File: config.mk
export PLATFORM = sky130hd
export DESIGN_NAME = writeback_unit
export DESIGN_NICKNAME = d
export VERILOG_FILES = /design/src/rtl/wb_pkg.sv /design/src/rtl/wb_load_queue.sv /design/src/rtl/writeback_unit.sv
export SDC_FILE = /design/constraint.sdc
export NUM_CORES = 1
export LEC_CHECK = 0
export BUFFER_PORTS_ARGS = -buffer_cell sky130_fd_sc_hd__buf_2
export CAP_MARGIN = 20
export CORE_UTILIZATION = 50
export CTS_CLUSTER_DIAMETER = 50
export DETAILED_ROUTE_END_ITERATION = 7
export GPL_TIMING_DRIVEN = 0
export HOLD_SLACK_MARGIN = 0.1
export PLACE_DENSITY = 0.74
export REMOVE_ABC_BUFFERS = 1
export SYNTH_ARGS = -nofsm -noshare
export SYNTH_HDL_FRONTEND = slang
export SYNTH_HIERARCHICAL = 1
export SYNTH_SLANG_ARGS = --single-unit
export TNS_END_PERCENT = 5
File: constraint.sdc
create_clock -name clk -period 3.15 [get_ports clk]
set_clock_uncertainty 0.2 [all_clocks]
set_input_delay 0.1575 -clock clk [delete_from_list [all_inputs] [get_ports clk]]
set_output_delay 0.1575 -clock clk [all_outputs]
set_load 0.01 [all_outputs]
File: src/rtl/wb_pkg.sv
// Shared types and default widths for the writeback unit.
// Used by writeback_unit and wb_load_queue.
package wb_pkg;

    localparam int WB_DATA_W = 32;
    localparam int WB_ADDR_W = 5;

    // One buffered load result: destination register plus its data.
    typedef struct packed {
        logic [WB_ADDR_W-1:0] rd;
        logic [WB_DATA_W-1:0] data;
    } lq_entry_t;

    // Which source owns the register-file write port this cycle.
    typedef enum logic [1:0] {
        SEL_NONE = 2'd0,
        SEL_ALU  = 2'd1,
        SEL_LQ   = 2'd2
    } sel_t;

endpackage

File: src/rtl/wb_load_queue.sv
// Load-result FIFO for the writeback unit.
// LQ_DEPTH must be a power of two, so the pointers wrap by natural overflow.
// Per-entry rd/valid vectors are exported for the pending-destination query.
module wb_load_queue
    import wb_pkg::*;
#(
    parameter int DATA_W   = WB_DATA_W,
    parameter int ADDR_W   = WB_ADDR_W,
    parameter int LQ_DEPTH = 4
) (
    input  logic                             clk,
    input  logic                             reset_n,
    input  logic                             push,
    input  logic [ADDR_W-1:0]                push_rd,
    input  logic [DATA_W-1:0]                push_data,
    input  logic                             pop,
    output logic [ADDR_W-1:0]                head_rd,
    output logic [DATA_W-1:0]                head_data,
    output logic [$clog2(LQ_DEPTH):0]        count,
    output logic                             full,
    output logic                             empty,
    output logic [LQ_DEPTH-1:0][ADDR_W-1:0]  ent_rd,
    output logic [LQ_DEPTH-1:0]              ent_vld
);

    localparam int PTR_W = $clog2(LQ_DEPTH);
    localparam int CNT_W = PTR_W + 1;

    logic [PTR_W-1:0]    rd_ptr;
    logic [PTR_W-1:0]    wr_ptr;
    logic [LQ_DEPTH-1:0] vld;
    logic [ADDR_W-1:0]   mem_rd   [LQ_DEPTH];
    logic [DATA_W-1:0]   mem_data [LQ_DEPTH];
    logic                push_ok;
    logic                pop_ok;

    assign full    = (count == CNT_W'(LQ_DEPTH));
    assign empty   = (count == '0);
    assign push_ok = push && !full;
    assign pop_ok  = pop && !empty;

    assign head_rd   = mem_rd[rd_ptr];
    assign head_data = mem_data[rd_ptr];
    assign ent_vld   = vld;

    // Expose every slot's destination for the hazard match.
    always_comb begin
        for (int i = 0; i < LQ_DEPTH; i++) begin
            ent_rd[i] = mem_rd[i];
        end
    end

    // Pointers, occupancy and slot-valid bits; cleared by reset so queued loads are discarded.
    always_ff @(posedge clk or negedge reset_n) begin
        if (!reset_n) begin
            rd_ptr <= '0;
            wr_ptr <= '0;
            count  <= '0;
            vld    <= '0;
        end else begin
            // push_ok implies not full, pop_ok implies not empty, so the two
            // slot indices never coincide when both happen in one cycle.
            if (push_ok) begin
                wr_ptr      <= wr_ptr + 1'b1;
                vld[wr_ptr] <= 1'b1;
            end
            if (pop_ok) begin
                rd_ptr      <= rd_ptr + 1'b1;
                vld[rd_ptr] <= 1'b0;
            end
            case ({push_ok, pop_ok})
                2'b10:   count <= count + 1'b1;
                2'b01:   count <= count - 1'b1;
                default: count <= count;
            endcase
        end
    end

    // Payload storage; contents are only meaningful where vld is set, so no reset.
    always_ff @(posedge clk) begin
        if (push_ok) begin
            mem_rd[wr_ptr]   <= push_rd;
            mem_data[wr_ptr] <= push_data;
        end
    end

endmodule

File: src/rtl/writeback_unit.sv
// Writeback unit: merges ALU results and queued load results into the
// register file's single registered write port, with starvation protection
// for the load queue and a pending-destination query for the hazard unit.
// Optional macro WB_FORWARD_EN adds fwd_hit/fwd_data bypass outputs.
module writeback_unit
    import wb_pkg::*;
#(
    parameter int DATA_W     = WB_DATA_W,
    parameter int ADDR_W     = WB_ADDR_W,
    parameter int LQ_DEPTH   = 4,
    parameter int STARVE_MAX = 3
) (
    input  logic                       clk,
    input  logic                       reset_n,
    input  logic                       alu_valid,
    output logic                       alu_ready,
    input  logic [ADDR_W-1:0]          alu_rd,
    input  logic [DATA_W-1:0]          alu_data,
    input  logic                       ld_valid,
    output logic                       ld_ready,
    input  logic [ADDR_W-1:0]          ld_rd,
    input  logic [DATA_W-1:0]          ld_data,
    output logic                       reg_write,
    output logic [ADDR_W-1:0]          write_reg,
    output logic [DATA_W-1:0]          write_data,
    input  logic [ADDR_W-1:0]          chk_rd,
    output logic                       chk_pending,
    output logic [$clog2(LQ_DEPTH):0]  lq_count
`ifdef WB_FORWARD_EN
    ,
    output logic                       fwd_hit,
    output logic [DATA_W-1:0]          fwd_data
`endif
);

    localparam int SC_W = $clog2(STARVE_MAX + 1);

    logic                            lq_push;
    logic                            lq_pop;
    logic [ADDR_W-1:0]               lq_head_rd;
    logic [DATA_W-1:0]               lq_head_data;
    logic                            lq_full;
    logic                            lq_empty;
    logic [LQ_DEPTH-1:0][ADDR_W-1:0] lq_ent_rd;
    logic [LQ_DEPTH-1:0]             lq_ent_vld;
    logic [SC_W-1:0]                 starve_cnt;
    logic                            starve_force;
    sel_t                            sel;

    wb_load_queue #(
        .DATA_W   (DATA_W),
        .ADDR_W   (ADDR_W),
        .LQ_DEPTH (LQ_DEPTH)
    ) u_lq (
        .clk       (clk),
        .reset_n   (reset_n),
        .push      (lq_push),
        .push_rd   (ld_rd),
        .push_data (ld_data),
        .pop       (lq_pop),
        .head_rd   (lq_head_rd),
        .head_data (lq_head_data),
        .count     (lq_count),
        .full      (lq_full),
        .empty     (lq_empty),
        .ent_rd    (lq_ent_rd),
        .ent_vld   (lq_ent_vld)
    );

    // Readiness depends only on registered occupancy: no push into a full queue
    // even when it pops in the same cycle. Loads to r0 are accepted and dropped.
    assign ld_ready     = !lq_full;
    assign lq_push      = ld_valid && ld_ready && (ld_rd != '0);
    assign starve_force = !lq_empty && (starve_cnt == SC_W'(STARVE_MAX));
    assign alu_ready    = !starve_force;
    assign lq_pop       = (sel == SEL_LQ);

    // Arbitration: a starved queue head beats the ALU; an ALU write to r0 frees the port.
    always_comb begin
        sel = SEL_NONE;
        if (starve_force) begin
            sel = SEL_LQ;
        end else if (alu_valid && (alu_rd != '0)) begin
            sel = SEL_ALU;
        end else if (!lq_empty) begin
            sel = SEL_LQ;
        end
    end

    // Count consecutive cycles the waiting queue head lost to the ALU.
    always_ff @(posedge clk or negedge reset_n) begin
        if (!reset_n) begin
            starve_cnt <= '0;
        end else if (lq_empty || lq_pop) begin
            starve_cnt <= '0;
        end else if ((sel == SEL_ALU) && (starve_cnt != SC_W'(STARVE_MAX))) begin
            starve_cnt <= starve_cnt + 1'b1;
        end
    end

    // Registered write port; index and data hold their last value while idle.
    always_ff @(posedge clk or negedge reset_n) begin
        if (!reset_n) begin
            reg_write  <= 1'b0;
            write_reg  <= '0;
            write_data <= '0;
        end else begin
            reg_write <= (sel != SEL_NONE);
            if (sel == SEL_ALU) begin
                write_reg  <= alu_rd;
                write_data <= alu_data;
            end else if (sel == SEL_LQ) begin
                write_reg  <= lq_head_rd;
                write_data <= lq_head_data;
            end
        end
    end

    // Destination is pending if still queued or being written this cycle; r0 never is.
    always_comb begin
        logic hit;
        hit = reg_write && (write_reg == chk_rd);
        for (int i = 0; i < LQ_DEPTH; i++) begin
            if (lq_ent_vld[i] && (lq_ent_rd[i] == chk_rd)) begin
                hit = 1'b1;
            end
        end
        chk_pending = (chk_rd != '0) && hit;
    end

`ifdef WB_FORWARD_EN
    assign fwd_hit  = reg_write && (write_reg == chk_rd) && (chk_rd != '0);
    assign fwd_data = write_data;
`endif

endmodule

==> impl_results.md, run 1 <==
- Area of the core: 16000 um2
- Fin crit share: 0.925
- Sequential share of the synthesized area: 0.694
- RSZ-0062 raised after global routing: false
- Vias in the first global route: 4961
- Synth Area in Simple Gates: 0.0427
- Die H: 130 um
- Tot GR Track Use: 0.208
- Nets: 779
- Pins Over Slew Limit: 0
- Reg with most FFs: u_lq/mem_data
- Inserted Diodes: 0
- Die X: 130 um
- Worst slew pin tran: 0.818 ns
- Root buffer cell: clkbuf_16
- Pwr dens: 847 nW/um2
- Synthesized cell area: 8240 um2
- Largest regs: u_lq/mem_data: 128 flops, write_data: 32 flops, u_lq/mem_rd: 20 flops
- Top Ports: 127
- Crit path kind: flop to flop
- Adder and majority gate portion of the synthesized area: 0.0222
- Startpoint Class: flop
- Share of post-route cells with drive strength above 1: 0.317
- Setup Viol. Count Final: 0
- # placed instances: 798
- Vias per cell: 5.23
- First-pass DRT Iterations: 4
- Synthesized flop and latch total: 199
- Mux contribution to synthesized area: 0.150
- Post-synthesis compound-gate area fraction: 0.0317
- Post-DP HPWL: 10.6 mm
- PortBufs: 126
- Clk_lat worst skew: 0.43 ns
- CP max FO: 5
- Clock H-tree levels: 4
- Largest family of logic cells by synthesized area: multiplexers
- CTS tree: done
- Via count: 4758
- Avg WL per Cell: 18.4 um
- Area Overhead vs Synth: 28.1%
- GPL Wtd Cong: 0.832
- Hold slack: 0.235 ns
- Max Cap Violations: 0
- CTS Buffer Depth: 2
- Leakage power: 0.00404 uW
- Largest register FFs: 128
- Post-synth top area share: 0.539
- Post-layout util: 0.660
- Congestion Overflow GR: 0
- Achievable Freq: 343 MHz
- Global-route wire length before repair: 25.6 mm
- Antenna violations before repair: 0
- Top post-synthesis cells by area: edfxtp_1, dfrtp_1, mux4_2
- Antenna-violating nets left: 0
- Final Non-Filler Cells: 910
- Number of distinct library cells after synthesis: 36
- Clk sinks: 199
- Clk slew on worst S/H paths: 0.07 ns
- Final hold vios: 0
- Die footprint: 17000 um2
- Biggest area consumer among synthesized cells: edfxtp_1
- DRT iter0 DRCs: 211
- Worst VDD drop: 0.539 mV
- Minimum clock period: 2.91 ns
- Pin count of the biggest net entering global routing: 53
- Critical path data arrival time: 3.05 ns
- Worst min-delay path category: input port to flop
- Mean Syn Cell Area: 17.4 um2
- Most common cell after layout, fill and taps aside: edfxtp_1
- CP Data Required Time: 3.29 ns
- Hold depth: 6
- CTS Buf Count: 17
- Yosys warning count: 6
- WL final: 16.7 mm
- Worst r2r path cells: 14
- Crit path capture type: flop
- Synth Instances: 474
- Synth Area in XOR/XNOR: 0.0329
- Status: finished, final reports clean
- Most frequent cells in the layout: edfxtp_1, buf_2, dlygate4sd3_1
- Remaining DRCs: 0
- TNS Setup: 0 ns
- Row count: 46
- Starting Density: 0.515
- Slew headroom: 0.455
- Filler instances: 1158
- Post-route design area: 10600 um2
- DP Area: 9180 um2
## cell usage after synthesis, drive strengths merged
library cell,instances
xor2,23
nor3b,1
nor2b,1
clkinv,1
buf,16
dfrtp,51
edfxtp,148
nor3,3
nand2,43
nand2b,4
a2bb2oi,4
xnor2,8
or3,1
or4,2
o21ai,38
nor4,5
ha,13
clkbuf,10
o311a,1
mux4,37
inv,10
fa,1
mux2i,38
nor2,5
o22a,1
nand3,6
mux2,2
o211a,1
## layout make-up
type                       count  area, um2  share of cell area
sequential                   199       5730               0.542
multi-input combinational    238       2350               0.223
timing repair buffer         215       1620               0.153
clock buffer                  21        450              0.0427
tap                          216        270              0.0256
clock inverter                10       95.1             0.00901
inverter                      11       42.5             0.00403
## worst paths after layout
path	from	end	slack (ns)
setup / recovery	u_lq/count[2]$_DFFE_PN0P_	u_lq/count[2]$_DFFE_PN0P_	0.24
hold / removal	alu_rd[3]	reg_write$_DFF_PN0_	0.23
setup reg to reg	u_lq/count[2]$_DFFE_PN0P_	u_lq/count[2]$_DFFE_PN0P_	0.24
hold reg to reg	write_data[10]$_DFFE_PN0P_	write_data[10]$_DFFE_PN0P_	0.28
max in group asynchronous	reset_n	write_data[25]$_DFFE_PN0P_	1.37
min in group asynchronous	reset_n	write_data[17]$_DFFE_PN0P_	0.59
## critical path, cell delays in order, from the launching register on
cell and delay [ns]:
dfrtp_1 0.46, nor3_4 0.10, nand2b_1 0.19, o211a_4 0.16, clkinv_2 0.07, nand2b_4 0.06, inv_2 0.04, ha_1 0.19
nor2b_4 0.20, ha_1 0.21, inv_1 0.07, fa_1 0.37, xor2_1 0.15, nor2_1 0.14, xor2_1 0.20
## through the flow
| stage | power [uW] | setup WS, ns |
|---|---|---|
| 3_5_place_dp | 6880 | -0.329 |
| 4_1_cts | 9000 | 0.00239 |
| 6_report | 8940 | 0.236 |
| 3_3_place_gp | 6680 | -1.48 |
| 2_1_floorplan | 5810 | -0.344 |
| 5_1_grt | 9440 | 0.0982 |
## routing by layer
metal / global-route usage / vias up / part of all wire
met5: 0 / - / 0
met2: 0.365 / 102 / 0.53
met3: 0.0423 / 24 / 0.031
met4: 0.0818 / 0 / 0.019
li1: - / 2211 / -
met1: 0.253 / 2421 / 0.42
## logic make-up (layout without fill, tap and decap cells)
group           count (synthesis)  after routing
flops                         199            199
buf+inv                        37            257
compound gates                 45             45
xor+xnor                       31             31
simple gates                   71             71
fa+ha+maj                      14             14
mux                            77             77
## where the power goes
group	internal, uW	switching (uW)
sequential	3580	518
clock	1110	917
combinational	1410	1400
total	6110	2830
## what timing repair did
action / CTS / global route
setup buffers: 0 / 1
pin swaps: 0 / 0
setup endpoints to repair: 2 / 2
hold endpoints to repair: 239 / 0
resized for setup: 1 / 4
hold buffers: 79 / 0
Note: power is estimated with default switching activity, not from simulation.
==> run 2, diff against run 1 <==
--- a/config.mk
+++ b/config.mk
@@ -5,14 +5,14 @@
 export SDC_FILE = /design/constraint.sdc
 export NUM_CORES = 1
 export LEC_CHECK = 0
-export BUFFER_PORTS_ARGS = -buffer_cell sky130_fd_sc_hd__buf_2
 export CAP_MARGIN = 20
 export CORE_UTILIZATION = 50
 export CTS_CLUSTER_DIAMETER = 50
 export DETAILED_ROUTE_END_ITERATION = 7
+export DONT_BUFFER_PORTS = 1
 export GPL_TIMING_DRIVEN = 0
 export HOLD_SLACK_MARGIN = 0.1
-export PLACE_DENSITY = 0.74
+export PLACE_DENSITY = 0.68
 export REMOVE_ABC_BUFFERS = 1
 export SYNTH_ARGS = -nofsm -noshare
 export SYNTH_HDL_FRONTEND = slang
==> run 2 against run 1 <==
Compared with the run above:
- first-iteration DRC count is 6.2% lower
- non-clock buffer count is 126 lower
- fmax is 0.84% lower
- worst hold slack worse by 0.086 ns
- register-to-register slack worse by 0.02 ns
- clock power is 4% higher
- die area stayed put
- via count is 9.3% lower
- sequential share of layout area is 3.1 points higher
- sequential power is 4% higher
- core utilization is 3.6 points lower
- total power is 2.4% lower
==> impl_results.md, run 2 (synthesis results as in run 1) <==
- Multi-input gate area: 2360 um2 (+0.11%)
- Nets: 653 (-16%)
- Fin crit share: 0.933 (+0.00785)
- Crit path kind: flop to flop
- Largest delay share family, worst path: adder cells
- CP max FO: 7 (+2)
- Vias in the first global route: 4686 (-5.5%)
- Max Cap Violations: 0 (unchanged)
- CTS tree: done
- Pins Over Slew Limit: 0 (unchanged)
- Remaining DRCs: 0 (unchanged)
- Die footprint: 17000 um2 (unchanged)
- Achievable Freq: 340 MHz (-0.84%)
- Crit path cell chain: nor3_4 > nand2b_2 > o211a_4 > clkinv_2 > nand2b_4 > inv_2 > ha_1 > nor2b_4 > ha_1 > inv_1 > fa_1 > xor2_1 > nor2_1 > xor2_1
- Largest regs: u_lq/mem_data: 128 flops, write_data: 32 flops, u_lq/mem_rd: 20 flops
- Filler instances: 1191 (+2.8%)
- PortBufs: 0 (-100%)
- DP Area: 8540 um2 (-7.0%)
- Tot GR Track Use: 0.197 (-0.0109)
- Pre-CTS setup slack: -0.281 ns (+0.0474 ns)
- Post-route design area: 9990 um2 (-5.4%)
- Status: finished, final reports clean
- Vias per cell: 5.50 (+5.2%)
- WL final: 15.7 mm (-5.8%)
- Antenna-violating nets left: 0 (unchanged)
- DRT iter0 DRCs: 198 (-6.2%)
- Clk slew on worst S/H paths: 0.07 ns (about the same)
- Post-DP HPWL: 9.83 mm (-7.0%)
- CP max-delay cell: dfrtp_2
- Worst VDD drop: 0.701 mV (+30%)
- Leakage power: 0.00357 uW (-12%)
- Pwr dens: 874 nW/um2 (+3.2%)
- Area Overhead vs Synth: 21.2%
- FF+latch area: 5730 um2 (about the same)
- Post-layout util: 0.624 (-0.0358)
- Worst Path Buf+Inv: 3 (unchanged)
- PnR worst setup slack: 0.211 ns (-0.0247 ns)
- Largest register FFs: 128 (unchanged)
- Root buffer cell: clkbuf_16
- Final hold vios: 0 (unchanged)
- GPL Wtd Cong: 0.841 (+1.1%)
- Die H: 130 um (unchanged)
- Area of the core: 16000 um2 (unchanged)
- Avg WL per Cell: 20.0 um (+9.2%)
- Share of post-route cells with drive strength above 1: 0.174 (-0.143)
- First-pass DRT Iterations: 4 (unchanged)
- Top Ports: 127 (unchanged)
- Clock H-tree levels: 4 (unchanged)
- Startpoint Class: flop
- Row count: 46 (unchanged)
- Slew headroom: 0.452 (-0.00263)
- CTS Buffer Depth: 2 (unchanged)
- Starting Density: 0.515 (unchanged)
- Crit path largest cell delay: 0.49 ns (+0.03 ns)
- Inserted Diodes: 0 (unchanged)
- Setup Viol. Count Final: 0 (unchanged)
- Reg with most FFs: u_lq/mem_data
- Via count: 4317 (-9.3%)
- Most frequent cells in the layout: edfxtp_1, dlygate4sd3_1, dfrtp_1
- Die X: 130 um (unchanged)
- Pin count of the biggest net entering global routing: 52 (-1.9%)
- Antenna violations before repair: 0 (unchanged)
- CTS Buf Count: 17 (unchanged)
- Clk_lat worst skew: 0.42 ns (about the same)
- Clk sinks: 199 (unchanged)
- Congestion Overflow GR: 0 (unchanged)
- Worst min-delay path category: input port to flop
- Minimum clock period: 2.94 ns (+0.0247 ns)
- Global-route wire length before repair: 24.2 mm (-5.4%)
- RSZ-0062 raised after global routing: false
- Most common cell after layout, fill and taps aside: edfxtp_1
- Worst slew pin tran: 0.822 ns (+0.00395 ns)
- Crit path capture type: flop
- Critical path data arrival time: 3.09 ns (+0.04 ns)
- CP Data Required Time: 3.30 ns (about the same)
## run 2: cell count changes in the layout (fill, tap and decap cells not counted), sizes merged
cell	change
clkinv	+4
bufinv	+1
clkinvlp	-1
dlygate4sd3	-2
clkbuf	-3
buf	-124
## run 2: worst register-to-register path: cells and delay by family (launching register included)
family / cells / cell delay [ns]
xor gates and xnor gates: 2 / 0.30
AOI/OAI and AO/OA: 1 / 0.17
and+or+nand+nor: 5 / 0.76
adders and majority gates: 3 / 0.78
buffers and inverters: 3 / 0.17
DFF: 1 / 0.49
## run 2: layer usage
| layer | part of all wire | up-vias | wire length, um | GRT usage |
|---|---|---|---|---|
| li1 | - | 1963 | - | - |
| met1 | 0.41 | 2231 | 6530 | 0.240 |
| met2 | 0.53 | 102 | 8300 | 0.345 |
| met3 | 0.044 | 21 | 689 | 0.0464 |
| met4 | 0.014 | 0 | 220 | 0.0663 |
| met5 | 0 | - | 0 | 0 |
## run 2: area by class of cell
| type | count | area share |
|---|---|---|
| sequential | 199 | 0.574 |
| multi-input combinational | 238 | 0.236 |
| tap | 216 | 0.0271 |
| timing repair buffer | 89 | 0.101 |
| inverter | 11 | 0.00426 |
| clock inverter | 14 | 0.0148 |
| clock buffer | 18 | 0.0430 |
## run 2: what timing repair did
| item | 4_1_cts | 5_1_grt |
|---|---|---|
| hold buffers | 79 | 0 |
| endpoints found under the setup margin | 2 | 25 |
| pin swaps | 0 | 1 |
| buffers inserted | 0 | 3 |
| hold endpoints to repair | 242 | 0 |
| gates resized for setup | 3 | 4 |
## run 2: path summary, 6_finish.rpt
check	start	endpoint	slack (ns)	depth (start not counted)
min in group asynchronous	reset_n	starve_cnt[0]$_DFFE_PN0P_	0.17	3
setup reg to reg	u_lq/count[0]$_DFFE_PN0P_	u_lq/count[2]$_DFFE_PN0P_	0.21	14
setup / recovery	u_lq/count[0]$_DFFE_PN0P_	u_lq/count[2]$_DFFE_PN0P_	0.21	14
hold / removal	ld_rd[3]	u_lq/wr_ptr[0]$_DFFE_PN0P_	0.15	4
max in group asynchronous	reset_n	u_lq/rd_ptr[0]$_DFFE_PN0N_	2.33	3
hold reg to reg	u_lq/wr_ptr[0]$_DFFE_PN0P_	u_lq/wr_ptr[0]$_DFFE_PN0P_	0.34	1
## run 2: per-stage QoR
step           total power [uW]  setup TNS (ns)  std cells  hold slack [ns]
6_report                   8730               0        785            0.148
5_1_grt                    9230               0        785            0.162
4_1_cts                    8810               0        782            0.117
3_5_place_dp               6540          -0.370        671           -0.337
3_3_place_gp               6410         -292.32        664           -0.337
2_1_floorplan              5810          -35.27        448           -0.338
## run 2: power by group
group	leakage, uW	internal [uW]	switching, uW	total, uW
sequential	0.00196	3590	697	4280
combinational	0.00132	1220	1110	2330
clock	0.000285	1180	939	2120
